<file path="src/rtl/urp_pcie_tlp_arb.sv">
// ---------------------------------------------------------------------------
// urp_pcie_tlp_arb
//   Credit-gated round-robin arbiter that merges N_REQ TLP requesters onto a
//   single registered TX TLP bus.
//
// Ports
//   clk, rst        : rising-edge clock, synchronous active-high reset
//   req_valid_i     : per-requester TLP valid
//   req_data_i      : per-requester TLP, requester k at [k*DATA_W +: DATA_W]
//   req_ready_o     : per-requester accept (combinational, at most one hot)
//   tlp_data_o      : registered granted TLP
//   tlp_valid_o     : tlp_data_o holds an unsent TLP
//   tlp_ready_i     : downstream accept for tlp_data_o
//   fc_upd_valid_i  : credit return strobe
//   fc_upd_cred_i   : number of credits returned
//   credits_o       : current available credit count
//   grant_o         : one-hot owner of tlp_data_o, zero when tlp_valid_o low
//   dbg_state       : current FSM state (0 = IDLE, 1 = SEND)
//
// Handshake: a transfer happens on a rising edge where valid and ready are
// both high. On the requester side req_ready_o is derived combinationally
// from req_valid_i, so a requester must hold req_valid_i/req_data_i until it
// sees req_ready_o; it may drop req_valid_i at any time before that and only
// loses its turn. On the output side tlp_valid_o/tlp_data_o/grant_o stay
// stable while tlp_ready_i is low.
// ---------------------------------------------------------------------------
module urp_pcie_tlp_arb #(
    parameter int N_REQ     = 4,
    parameter int DATA_W    = 268,
    parameter int CRED_W    = 8,
    parameter int CRED_INIT = 16
) (
    input  logic                    clk,
    input  logic                    rst,
    input  logic [N_REQ-1:0]        req_valid_i,
    input  logic [N_REQ*DATA_W-1:0] req_data_i,
    output logic [N_REQ-1:0]        req_ready_o,
    output logic [DATA_W-1:0]       tlp_data_o,
    output logic                    tlp_valid_o,
    input  logic                    tlp_ready_i,
    input  logic                    fc_upd_valid_i,
    input  logic [CRED_W-1:0]       fc_upd_cred_i,
    output logic [CRED_W-1:0]       credits_o,
    output logic [N_REQ-1:0]        grant_o,
    output logic                    dbg_state
);

    localparam int LG_W = (N_REQ > 1) ? $clog2(N_REQ) : 1;

    typedef enum logic {
        IDLE = 1'b0,
        SEND = 1'b1
    } state_t;

    state_t            state;
    logic [LG_W-1:0]   last_grant;

    logic              can_load;
    logic              accept;
    logic [LG_W-1:0]   start_idx;
    logic [LG_W-1:0]   cand;
    logic [LG_W-1:0]   win_idx;
    logic              win_found;
    logic [N_REQ-1:0]  win_oh;
    logic [DATA_W-1:0] win_data;
    logic [CRED_W:0]   cred_sum;
    logic [CRED_W-1:0] cred_next;

    assign dbg_state = state;

    // The output register can take a new TLP if it is empty or is being
    // drained on this same edge.
    assign can_load = !tlp_valid_o || tlp_ready_i;

    // Round-robin search starting just after the last granted requester.
    always_comb begin
        start_idx = (last_grant == LG_W'(N_REQ - 1)) ? '0 : last_grant + 1'b1;
        cand      = start_idx;
        win_idx   = '0;
        win_found = 1'b0;
        for (int i = 0; i < N_REQ; i++) begin
            if (!win_found && req_valid_i[cand]) begin
                win_found = 1'b1;
                win_idx   = cand;
            end
            cand = (cand == LG_W'(N_REQ - 1)) ? '0 : cand + 1'b1;
        end
    end

    always_comb begin
        win_oh   = '0;
        win_data = '0;
        for (int i = 0; i < N_REQ; i++) begin
            if (win_idx == LG_W'(i)) begin
                win_oh[i] = 1'b1;
                win_data  = req_data_i[i*DATA_W +: DATA_W];
            end
        end
    end

    // Credit checked against the registered count only, so a credit return
    // arriving in the same cycle cannot enable an accept until next cycle.
    assign accept = !rst && can_load && (credits_o != '0) && win_found;

    assign req_ready_o = accept ? win_oh : '0;

    // One extra bit catches overflow; accept implies credits_o >= 1, so the
    // subtraction never wraps below zero.
    always_comb begin
        cred_sum = {1'b0, credits_o}
                 - {{CRED_W{1'b0}}, accept}
                 + (fc_upd_valid_i ? {1'b0, fc_upd_cred_i} : '0);
        cred_next = cred_sum[CRED_W] ? '1 : cred_sum[CRED_W-1:0];
    end

    always_ff @(posedge clk) begin
        if (rst) begin
            state       <= IDLE;
            tlp_valid_o <= 1'b0;
            tlp_data_o  <= '0;
            grant_o     <= '0;
            credits_o   <= CRED_W'(CRED_INIT);
            last_grant  <= LG_W'(N_REQ - 1);
        end else begin
            credits_o <= cred_next;
            case (state)
                IDLE: begin
                    if (accept) begin
                        tlp_data_o  <= win_data;
                        grant_o     <= win_oh;
                        last_grant  <= win_idx;
                        tlp_valid_o <= 1'b1;
                        state       <= SEND;
                    end
                end
                SEND: begin
                    if (accept) begin
                        tlp_data_o  <= win_data;
                        grant_o     <= win_oh;
                        last_grant  <= win_idx;
                        tlp_valid_o <= 1'b1;
                    end else if (tlp_ready_i) begin
                        tlp_valid_o <= 1'b0;
                        grant_o     <= '0;
                        state       <= IDLE;
                    end
                end
                default: state <= IDLE;
            endcase
        end
    end

endmodule
</file>
<file path="config.mk">
export PLATFORM = sky130hd
export DESIGN_NAME = urp_pcie_tlp_arb
export DESIGN_NICKNAME = d
export VERILOG_FILES = /design/src/rtl/urp_pcie_tlp_arb.sv
export SDC_FILE = /design/constraint.sdc
export NUM_CORES = 1
export LEC_CHECK = 0
export ABC_AREA = 1
export ABC_CLOCK_PERIOD_IN_PS = 9000
export CAP_MARGIN = 40
export CORE_AREA = 2 2 538 540
export DETAILED_ROUTE_END_ITERATION = 10
export DIE_AREA = 0 0 540 542
export MAX_ROUTING_LAYER = met4
export SYNTH_ARGS = -nofsm -noshare
export SYNTH_HDL_FRONTEND = slang
export SYNTH_SLANG_ARGS = --single-unit
export TNS_END_PERCENT = 50
</file>
<file path="constraint.sdc">
create_clock -name clk -period 9 [get_ports clk]
set_input_delay 0.9 -clock clk [delete_from_list [all_inputs] [get_ports clk]]
set_output_delay 0.9 -clock clk [all_outputs]
set_load 0.005 [all_outputs]
</file>
==> impl_metrics.tcl, run 1 <==
set metrics [dict create \
    cts_setup_buffers 0 \
    die_x_um 540 \
    clock_skew_ns 0.0172 \
    fin_crit_ns 6.49 \
    setup_tns_ns 0 \
    fill_cells 33336 \
    area_growth_pct 111 \
    grt_overflow_total 0 \
    synth.area.top_cells "dfxtp_1 (32%), nand2_1 (30%), a21oi_1 (6.3%)" \
    grt_pass1_wl_mm 298 \
    drv_cap 0 \
    synthMuxAreaShare_pct 0 \
    syn_area_um2 18000 \
    avgViaCountPerCell 3.29 \
    cts.repair.resized 0 \
    ys.flop_type "dfxtp_1" \
    start_util_pct 6.26 \
    ys_ff_latch 284 \
    maxSlewViolCount 0 \
    drtAntennaViolNets 0 \
    yosysTopAreaCellShare_pct 31.6 \
    avgRoutedWirePerCell_um 29.2 \
    fin_util_pct 13.2 \
    ctsHoldBuffers 0 \
    wirelength_mm 243 \
    yosysSeqAreaShare_pct 31.6 \
    outcome "finished clean" \
    yosys_warnings 0 \
    worst_slew_pin_slew_ns 1.35 \
    synthArstFlopShare_pct 0 \
    syn_nets 4180 \
    rows 197 \
    pwr-share-clk_pct 10.2 \
    dieArea_um2 293000 \
    synth_edf_count 0 \
    sw_frac_of_total_pct 63.0 \
    power_frac_comb_pct 78.7 \
    coreArea_um2 287000 \
    setup_violations 0 \
    synth-xor-area-share_pct 0.244 \
    grtUsageTotal_pct 16.4 \
    timing.final.hold_violations 0 \
    grt_max_degree 130 \
    io_buffers 1373 \
    start_kind "flop" \
    syn_inst 3074 \
    syn_area_per_cell_um2 5.85 \
    grt_pass1_vias 26099 \
    yosysTopAreaCell "dfxtp_1" \
    layout-drive-gt1-share_pct 2.95 \
    vdd_ir_drop_max_mv 0.670 \
    cts_root_buf "clkbuf_16" \
    vias 27368 \
    numCtsBuffers 46 \
    globalplace.congestion 1.02 \
    die_y_um 542 \
    maxSlewHeadroom_pct 10.2 \
    synth_fa_ha_area_share_pct 1.30 \
    clk_pin_slew_worst_paths_ns 0.05 \
    h-tree-depth 2 \
    synth_cell_types 27 \
    rsz0062_at_grt "false" \
    power.net_switching_mw 11.9 \
    synth-simple-area-share_pct 45.4 \
    cp-end-kind "primary output" \
    cp_max_fo 88 \
    p_per_area_nw_per_um2 496 \
    antenna_found_initial 296 \
    clkLatencyLatePin_ns 0.67 \
    ios 1374 \
    drc 0 \
    critical_path_class "flop to primary output" \
    cp_data_arrival_time_ns 5.59 \
    firstDrtPassIters 7 \
    p_seq_share_pct 11.1 \
    fin_crit_sh_pct 72.1 \
    fmax_mhz 154 \
    final_nets 5412 \
    hp-class "flop to flop" \
    synth_compound_area_share_pct 12.2 \
    hpwl_mm 211 \
    r2r_setup_slack_ns 3.45 \
    clockBufferDepth 3 \
    clock-sinks 284 \
    internal-power_mw 6.96 \
    cts_tree "done" \
    synth_top_family_by_area "simple AND/OR/NAND/NOR gates" \
    critPathRequiredTime_ns 8.10 \
    p_leak_nw 14.2 \
    drt_iter0_markers 2080 \
]
cells in the mapped netlist (2+ instances only):
library cell and count:
inv_1 158, dfxtp_1 284, inv_2 6, buf_4 21
or2_2 2, nand4_1 104, nor2_4 3, xnor2_1 2
a21oi_1 227, buf_1 17, clkbuf_1 107, nor2_2 2
xor2_1 3, nand2_1 1444, o21ai_0 206, ha_1 17
nor2_1 101, buf_2 82, nor3b_1 88, nand2_2 2
nand3_1 189, o21a_1 3, nor4_1 2
kinds of logic after synthesis:
| group | after synthesis |
|---|---|
| DFF | 284 |
| adders and majority gates | 18 |
| and+or+nand+nor | 1939 |
| buffers and inverters | 391 |
| AOI/OAI and AO/OA | 437 |
| xor gates and xnor gates | 5 |
state kept, by name, summed over array words and instances, names as in the netlist:
| name | count |
|---|---|
| credits_o | 8 |
| dbg_state | 1 |
| grant_o | 4 |
| last_grant | 2 |
| tlp_data_o | 268 |
| tlp_valid_o | 1 |
through the flow:
stage	instance area [um2]	hold WS, ns	power (mW)	setup slack [ns]	instances
after floorplan	18000	0.459	9.26	4.76	3074
after global placement	35800	0.451	17.0	2.99	8031
after detailed placement	36000	0.455	17.1	3.00	8039
after CTS	37500	0.463	19.2	2.38	8116
after global routing	37900	0.480	20.2	2.13	8306
final	38000	0.463	18.8	2.51	8330
cell type report:
cell class / instances / area, um2 / share of cell area, %
multi-input cells: 2399 / 10700 / 28.1
well taps: 3781 / 4730 / 12.5
clock inverters: 12 / 125 / 0.329
inverters: 164 / 646 / 1.70
clock buffers: 65 / 1380 / 3.62
flip-flops and latches: 284 / 5690 / 15.0
diodes: 214 / 536 / 1.41
repair buffers: 1411 / 14200 / 37.4
worst max-delay path, cell delays in order (launching register included):
cell and delay, ns:
dfxtp_1 0.43, ha_1 0.28, nor2_1 0.50, nand2_1 0.15
nand3_1 0.12, nand2_1 0.12, nand3_1 0.12, nand2_1 0.10
nor2_4 0.10, buf_4 0.34, nand2_8 0.49, buf_4 0.46
nor2_4 0.17, inv_2 0.05, nor2_2 0.31, clkdlybuf4s50_1 1.10
layer usage:
metal | share of wire, % | track usage (%) | routed length (um) | vias up
li1 | - | - | - | 12662
met1 | 39 | 17.8 | 95300 | 12642
met2 | 40 | 23.2 | 98400 | 1683
met3 | 15 | 10.7 | 36700 | 381
met4 | 5.2 | 7.12 | 12700 | 0
met5 | 0 | - | 0 | -
path summary, 6_finish.rpt:
kind                  startpoint         endpoint  depth (start not counted)
setup / recovery   last_grant[1]   req_ready_o[0]                         15
hold / removal    tlp_data_o[26]   tlp_data_o[26]                          2
setup reg to reg   last_grant[1]  tlp_data_o[116]                         18
hold reg to reg   tlp_data_o[26]   tlp_data_o[26]                          2
cell usage in the layout, fill, tap and decap left out:
cell	instances
or2_2	2
nand2_1	1444
clkbuf_8	9
bufinv_16	2
inv_6	1
clkdlybuf4s50_1	1372
nand3_4	1
nor4_1	2
nor2_1	101
nor2_2	2
nor2_4	3
o31ai_1	1
clkinv_2	5
buf_8	2
nor3b_1	88
clkbuf_1	7
inv_8	4
buf_4	26
nand3_1	189
buf_6	1
xor2_1	3
o21ai_0	205
nand2_8	3
dfxtp_1	284
diode_2	214
ha_1	17
clkinv_4	1
a21oi_1	227
o21ai_2	1
inv_1	157
clkbuf_16	49
buf_12	5
nand4_1	104
inv_2	3
xnor2_1	2
clkinvlp_4	3
fa_1	1
o21a_1	3
buf_16	5
power groups by stage:
stage / registers (mW) / logic, mW / clock network, mW
floorplan: 2.06 / 7.20 / 0
global placement: 2.10 / 14.9 / 0
detailed placement: 2.11 / 15.0 / 0
CTS: 2.09 / 15.1 / 2.02
global route: 2.14 / 16.0 / 2.04
finish: 2.09 / 14.8 / 1.92
Power figures use the tool's default switching activity.
==> run 2: changes to the inputs <==
Settings changed: ABC_CLOCK_PERIOD_IN_PS 9000 to 6750, CORE_AREA 2 2 538 540 to 2 2 537 539, DIE_AREA 0 0 540 542 to 0 0 539 541.
Clock period 9 ns to 6.75 ns, I/O delays scaled along.
==> run 2 against run 1 <==
Clock power is 53% higher. Clock skew is 0.024 ns higher. Critical path type unchanged. Register-to-register slack worse by 1.8 ns. Die area is 0.37% lower.
==> impl_metrics.tcl, run 2 (synthesis results as in run 1) <==
set metrics [dict create \
    outcome "finished clean" \
    drc 0 \
    hold_ws_ns 0.461 \
    vias 27387 \
    setup_violations 0 \
    dp.cells 8033 \
    wirelength_mm 246 \
    clock_skew_ns 0.0410 \
    r2r_cells 28 \
    layout-drive-gt1-share_pct 3.02 \
    fill_cells 33403 \
    p_leak_nw 14.3 \
    min_path_cells 2 \
    final_common_cell "nand2_1" \
    layout_common_cells "nand2_1 (1444), clkdlybuf4s50_1 (1368), dfxtp_1 (284)" \
    r2r_setup_slack_ns 1.65 \
    firstDrtPassIters 5 \
    cts_tree "done" \
    critPathRequiredTime_ns 6.07 \
    fin_crit_ns 5.67 \
    grtUsageTotal_pct 16.7 \
    max_flop_register "tlp_data_o" \
    drtAntennaViolNets 0 \
    p_per_area_nw_per_um2 672 \
    r2r-end "credits_o[1]" \
    start_kind "flop" \
    vdd_ir_drop_max_mv 0.948 \
    reg_top3 "tlp_data_o (268), credits_o (8), grant_o (4)" \
    maxSlewViolCount 0 \
    largest_register_ff_count 268 \
    ctsHoldBuffers 0 \
    timing.final.hold_violations 0 \
    hp-class "flop to flop" \
    grt_pass1_vias 25801 \
    area_growth_pct 111 \
    cts_root_buf "clkbuf_16" \
    die_y_um 541 \
    die_x_um 539 \
    maxSlewHeadroom_pct 8.78 \
    finish.instance_area_um2 37900 \
    final_nets 5407 \
    antenna_found_initial 300 \
    clockBufferDepth 3 \
    multi_input_area_um2 10700 \
    clk_pin_slew_worst_paths_ns 0.06 \
    rsz0062_at_grt "false" \
    grt_overflow_total 0 \
    clock-sinks 284 \
    coreArea_um2 286000 \
    fin_crit_sh_pct 84.0 \
    final_cells 8262 \
    grt_pass1_wl_mm 301 \
    hpwl_mm 213 \
    dieArea_um2 292000 \
    avgRoutedWirePerCell_um 29.8 \
    io_buffers 1373 \
    numCtsBuffers 47 \
    clkLatencyLatePin_ns 0.69 \
    start_util_pct 6.27 \
    worst_slew_pin_slew_ns 1.37 \
    cts_setup_buffers 0 \
    cts.repair.resized 0 \
    drv_cap 0 \
    grt_max_degree 141 \
    globalplace.congestion 0.964 \
    place_area_um2 35800 \
    drt_iter0_markers 2406 \
    setup_tns_ns 0 \
    fmax_mhz 176 \
    critical_path_class "flop to primary output" \
    cp-end-kind "primary output" \
    cp_data_arrival_time_ns 4.99 \
    layout.area.seq_um2 5690 \
    hp-start "tlp_data_o[36]" \
    h-tree-depth 2 \
    avgViaCountPerCell 3.31 \
    rows 197 \
    hold_end "tlp_data_o[36]" \
    ios 1374 \
    r2r-start "last_grant[0]" \
    cp_max_fo 57 \
]
[run 2: changes by cell type in the layout (fill, tap and decap cells not counted), sizes merged]
cell / change
clkbuf: +3
buf: -2
clkinv: -1
bufinv: +8
inv: -1
clkdlybuf4s50: -4
clkinvlp: +1
diode: -72
[run 2: per-stage QoR]
step | power (mW) | worst slack, ns | utilization, %
floorplan | 12.3 | 2.60 | -
detailed placement | 23.0 | 1.50 | 12.5
global placement | 23.1 | 0.804 | 12.5
global route | 27.4 | 0.598 | 13.2
finish | 25.5 | 1.08 | 13.2
CTS | 26.2 | 0.905 | 13.1
[run 2: critical path, stage by stage (launching register included)]
cell	delay (ns)
dfxtp_1	0.34
ha_1	0.23
nor2_1	0.56
nand2_1	0.17
nand3_1	0.17
nand2_1	0.10
nor2_1	0.15
nand3_1	0.14
nand3_4	0.23
buf_4	0.50
buf_4	0.65
nand2_1	0.45
nor2_1	0.33
buf_4	0.22
[run 2: how the worst max path moves through the flow]
stage	endpoint	slack, ns	start
after floorplan	credits_o[1]	2.60	last_grant[0]
after global placement	credits_o[1]	0.80	rst
after detailed placement	credits_o[1]	1.50	rst
after CTS	req_ready_o[2]	0.91	last_grant[0]
after global routing	req_ready_o[2]	0.60	last_grant[0]
final	req_ready_o[2]	1.08	last_grant[0]
[run 2: area by class of cell]
class                      count  area share [%]
antenna                      142           0.937
multi-input combinational   2399            28.1
clock inverter                19           0.947
sequential                   284            15.0
tap                         3781            12.5
timing repair buffer        1405            37.2
clock buffer                  68            3.63
inverter                     164            1.70
[run 2: layer usage]
metal | track usage [%] | wire length (um) | up-vias
met5 | - | 0 | -
met4 | 4.90 | 8860 | 0
met3 | 9.25 | 35200 | 377
met2 | 24.8 | 104000 | 1749
met1 | 19.0 | 97800 | 12720
li1 | - | - | 12541
[run 2: report_power, final]
part | switching (mW) | total, mW | leakage [nW] | internal [mW]
logic | 14.4 | 19.8 | 11.1 | 5.38
clock network | 1.14 | 2.93 | 0.837 | 1.79
registers | 0.407 | 2.78 | 2.36 | 2.37
total | 15.9 | 25.5 | 14.3 | 9.54
==> run 3: changes to the inputs <==
Settings changed: ABC_CLOCK_PERIOD_IN_PS 6750 to 5700.
Clock period 6.75 ns to 5.7 ns, I/O delays scaled along.
==> run 3 against run 2 <==
Global-route usage grew 0.19 points. Worst hold slack lost 0.22 ns. Clock skew decreased by 0.019 ns. Register-to-register slack lost 1.0 ns. Die area stayed put. Critical path type unchanged. Largest cell class unchanged.
==> impl_metrics.tcl, run 3 (synthesis results as in run 1) <==
set metrics [dict create \
    final_common_cell "nand2_1" \
    cp_max_fo 127 \
    r2r-start "last_grant[0]" \
    path_depth 14 \
    cp_data_arrival_time_ns 4.68 \
    start_kind "flop" \
    drv_cap 0 \
    grt_overflow_total 0 \
    h-tree-depth 2 \
    worst_slew_pin_slew_ns 1.13 \
    drt_iter0_markers 2565 \
    crit_buf_inv 3 \
    io_buffers 1373 \
    avgViaCountPerCell 3.33 \
    critical-path-max-stage-delay_ns 0.54 \
    rsz0062_at_grt "false" \
    p_per_area_nw_per_um2 780 \
    hp-class "input port to flop" \
    globalplace.congestion 1.01 \
    clockBufferDepth 3 \
    cts.repair.resized 0 \
    fin_crit_ns 5.25 \
    firstDrtPassIters 6 \
    cp-end-kind "primary output" \
    reg_top3 "tlp_data_o (268), credits_o (8), grant_o (4)" \
    layout_common_cells "nand2_1 (1444), clkdlybuf4s50_1 (1368), dfxtp_1 (284)" \
    ios 1374 \
    crit_top_cell "nand2_1" \
    vdd_ir_drop_max_mv 1.28 \
    p_leak_nw 14.3 \
    r2r-end "credits_o[5]" \
    coreArea_um2 286000 \
    grt_max_degree 136 \
    r2r_cells 26 \
    finish.instance_area_um2 38100 \
    cts_tree "done" \
    grtUsageTotal_pct 16.9 \
    drc 0 \
    place_area_um2 36000 \
    numCtsBuffers 50 \
    start_util_pct 6.27 \
    antenna_found_initial 293 \
    ctsHoldBuffers 0 \
    fin_util_pct 13.3 \
    drtAntennaViolNets 0 \
    clkLatencyLatePin_ns 0.70 \
    maxSlewHeadroom_pct 24.7 \
    vias 27696 \
    worstSetupStartpoint "last_grant[0]" \
    cp_top_family "simple AND/OR/NAND/NOR gates" \
    crit_end "req_ready_o[1]" \
    rows 197 \
    critPathRequiredTime_ns 5.13 \
    critical_path_class "flop to primary output" \
    die_y_um 541 \
    maxSlewViolCount 0 \
    fill_cells 33201 \
    cts_root_buf "clkbuf_16" \
    timing.final.hold_violations 0 \
    clk_pin_slew_worst_paths_ns 0.06 \
    wirelength_mm 250 \
    largest_register_ff_count 268 \
    grt_pass1_wl_mm 305 \
    grt_pass1_vias 25969 \
    area_growth_pct 112 \
    setup_violations 0 \
    die_x_um 539 \
    final_nets 5415 \
    setup_tns_ns 0 \
    layout-drive-gt1-share_pct 3.33 \
    r2r_setup_slack_ns 0.65 \
    outcome "finished clean" \
    cts_setup_buffers 0 \
    dieArea_um2 292000 \
    avgRoutedWirePerCell_um 30.0 \
    clock_skew_ns 0.0217 \
    clock-sinks 284 \
    fmax_mhz 190 \
    max_flop_register "tlp_data_o" \
    fin_crit_sh_pct 92.2 \
    path_cells "ha_1 > nor2_1 > nand2_1 > nand2_1 > nand2_1 > nand2_1 > nor2_1 > nand3_1 > nand2_8 > inv_8 > buf_12 > nand2_1 > nor2_1 > buf_12" \
    crit_slowest_cell "nand3_1" \
    hpwl_mm 214 \
]
## run 3: worst min path at each step
stage               slack [ns]       startpoint  depth (start not counted)               to
floorplan                 0.46        dbg_state                          2        dbg_state
global placement          0.45   tlp_data_o[19]                          2   tlp_data_o[19]
detailed placement        0.45  tlp_data_o[172]                          2  tlp_data_o[172]
CTS                       0.14              rst                          2  tlp_data_o[127]
global route              0.21              rst                          2   tlp_data_o[43]
finish                    0.24              rst                          2  tlp_data_o[127]
## run 3: where the power goes
group,internal (mW),leakage [nW],switching (mW)
Clock,1.91,0.806,1.45
Combinational,6.56,11.2,16.5
Sequential,2.81,2.36,0.454
Total,11.3,14.3,18.4
## run 3: metrics by stage
stage | instances | hold slack [ns] | worst slack (ns) | total power, mW
6_report | 8305 | 0.241 | 0.446 | 29.7
5_1_grt | 8275 | 0.213 | 0.206 | 32.0
4_1_cts | 8129 | 0.139 | 0.369 | 30.4
3_5_place_dp | 8038 | 0.455 | 0.807 | 26.8
3_3_place_gp | 8034 | 0.451 | 0.109 | 26.6
2_1_floorplan | 3074 | 0.459 | 1.55 | 14.6
## run 3: worst reg2reg max path: cells and delay by family, from the launching register on
family / cells / cell delay, ns
compound gates: 3 / 0.51
fa+ha+maj: 4 / 1.11
buf+inv: 4 / 0.26
flops: 1 / 0.33
simple gates: 15 / 2.74
## run 3: metal layers
metal,wire (um),track usage (%),vias up
met5,0,-,-
met3,35900,10.2,393
met1,99300,18.8,12902
li1,-,-,12622
met2,104000,24.5,1779
met4,10100,5.91,0
## run 3: layout make-up
type,count,area [um2],area share [%]
inverter,164,646,1.69
sequential,284,5690,14.9
tap,3781,4730,12.4
antenna,176,440,1.16
timing repair buffer,1410,14300,37.4
clock inverter,29,294,0.771
multi-input combinational,2399,10700,28.0
clock buffer,62,1390,3.65
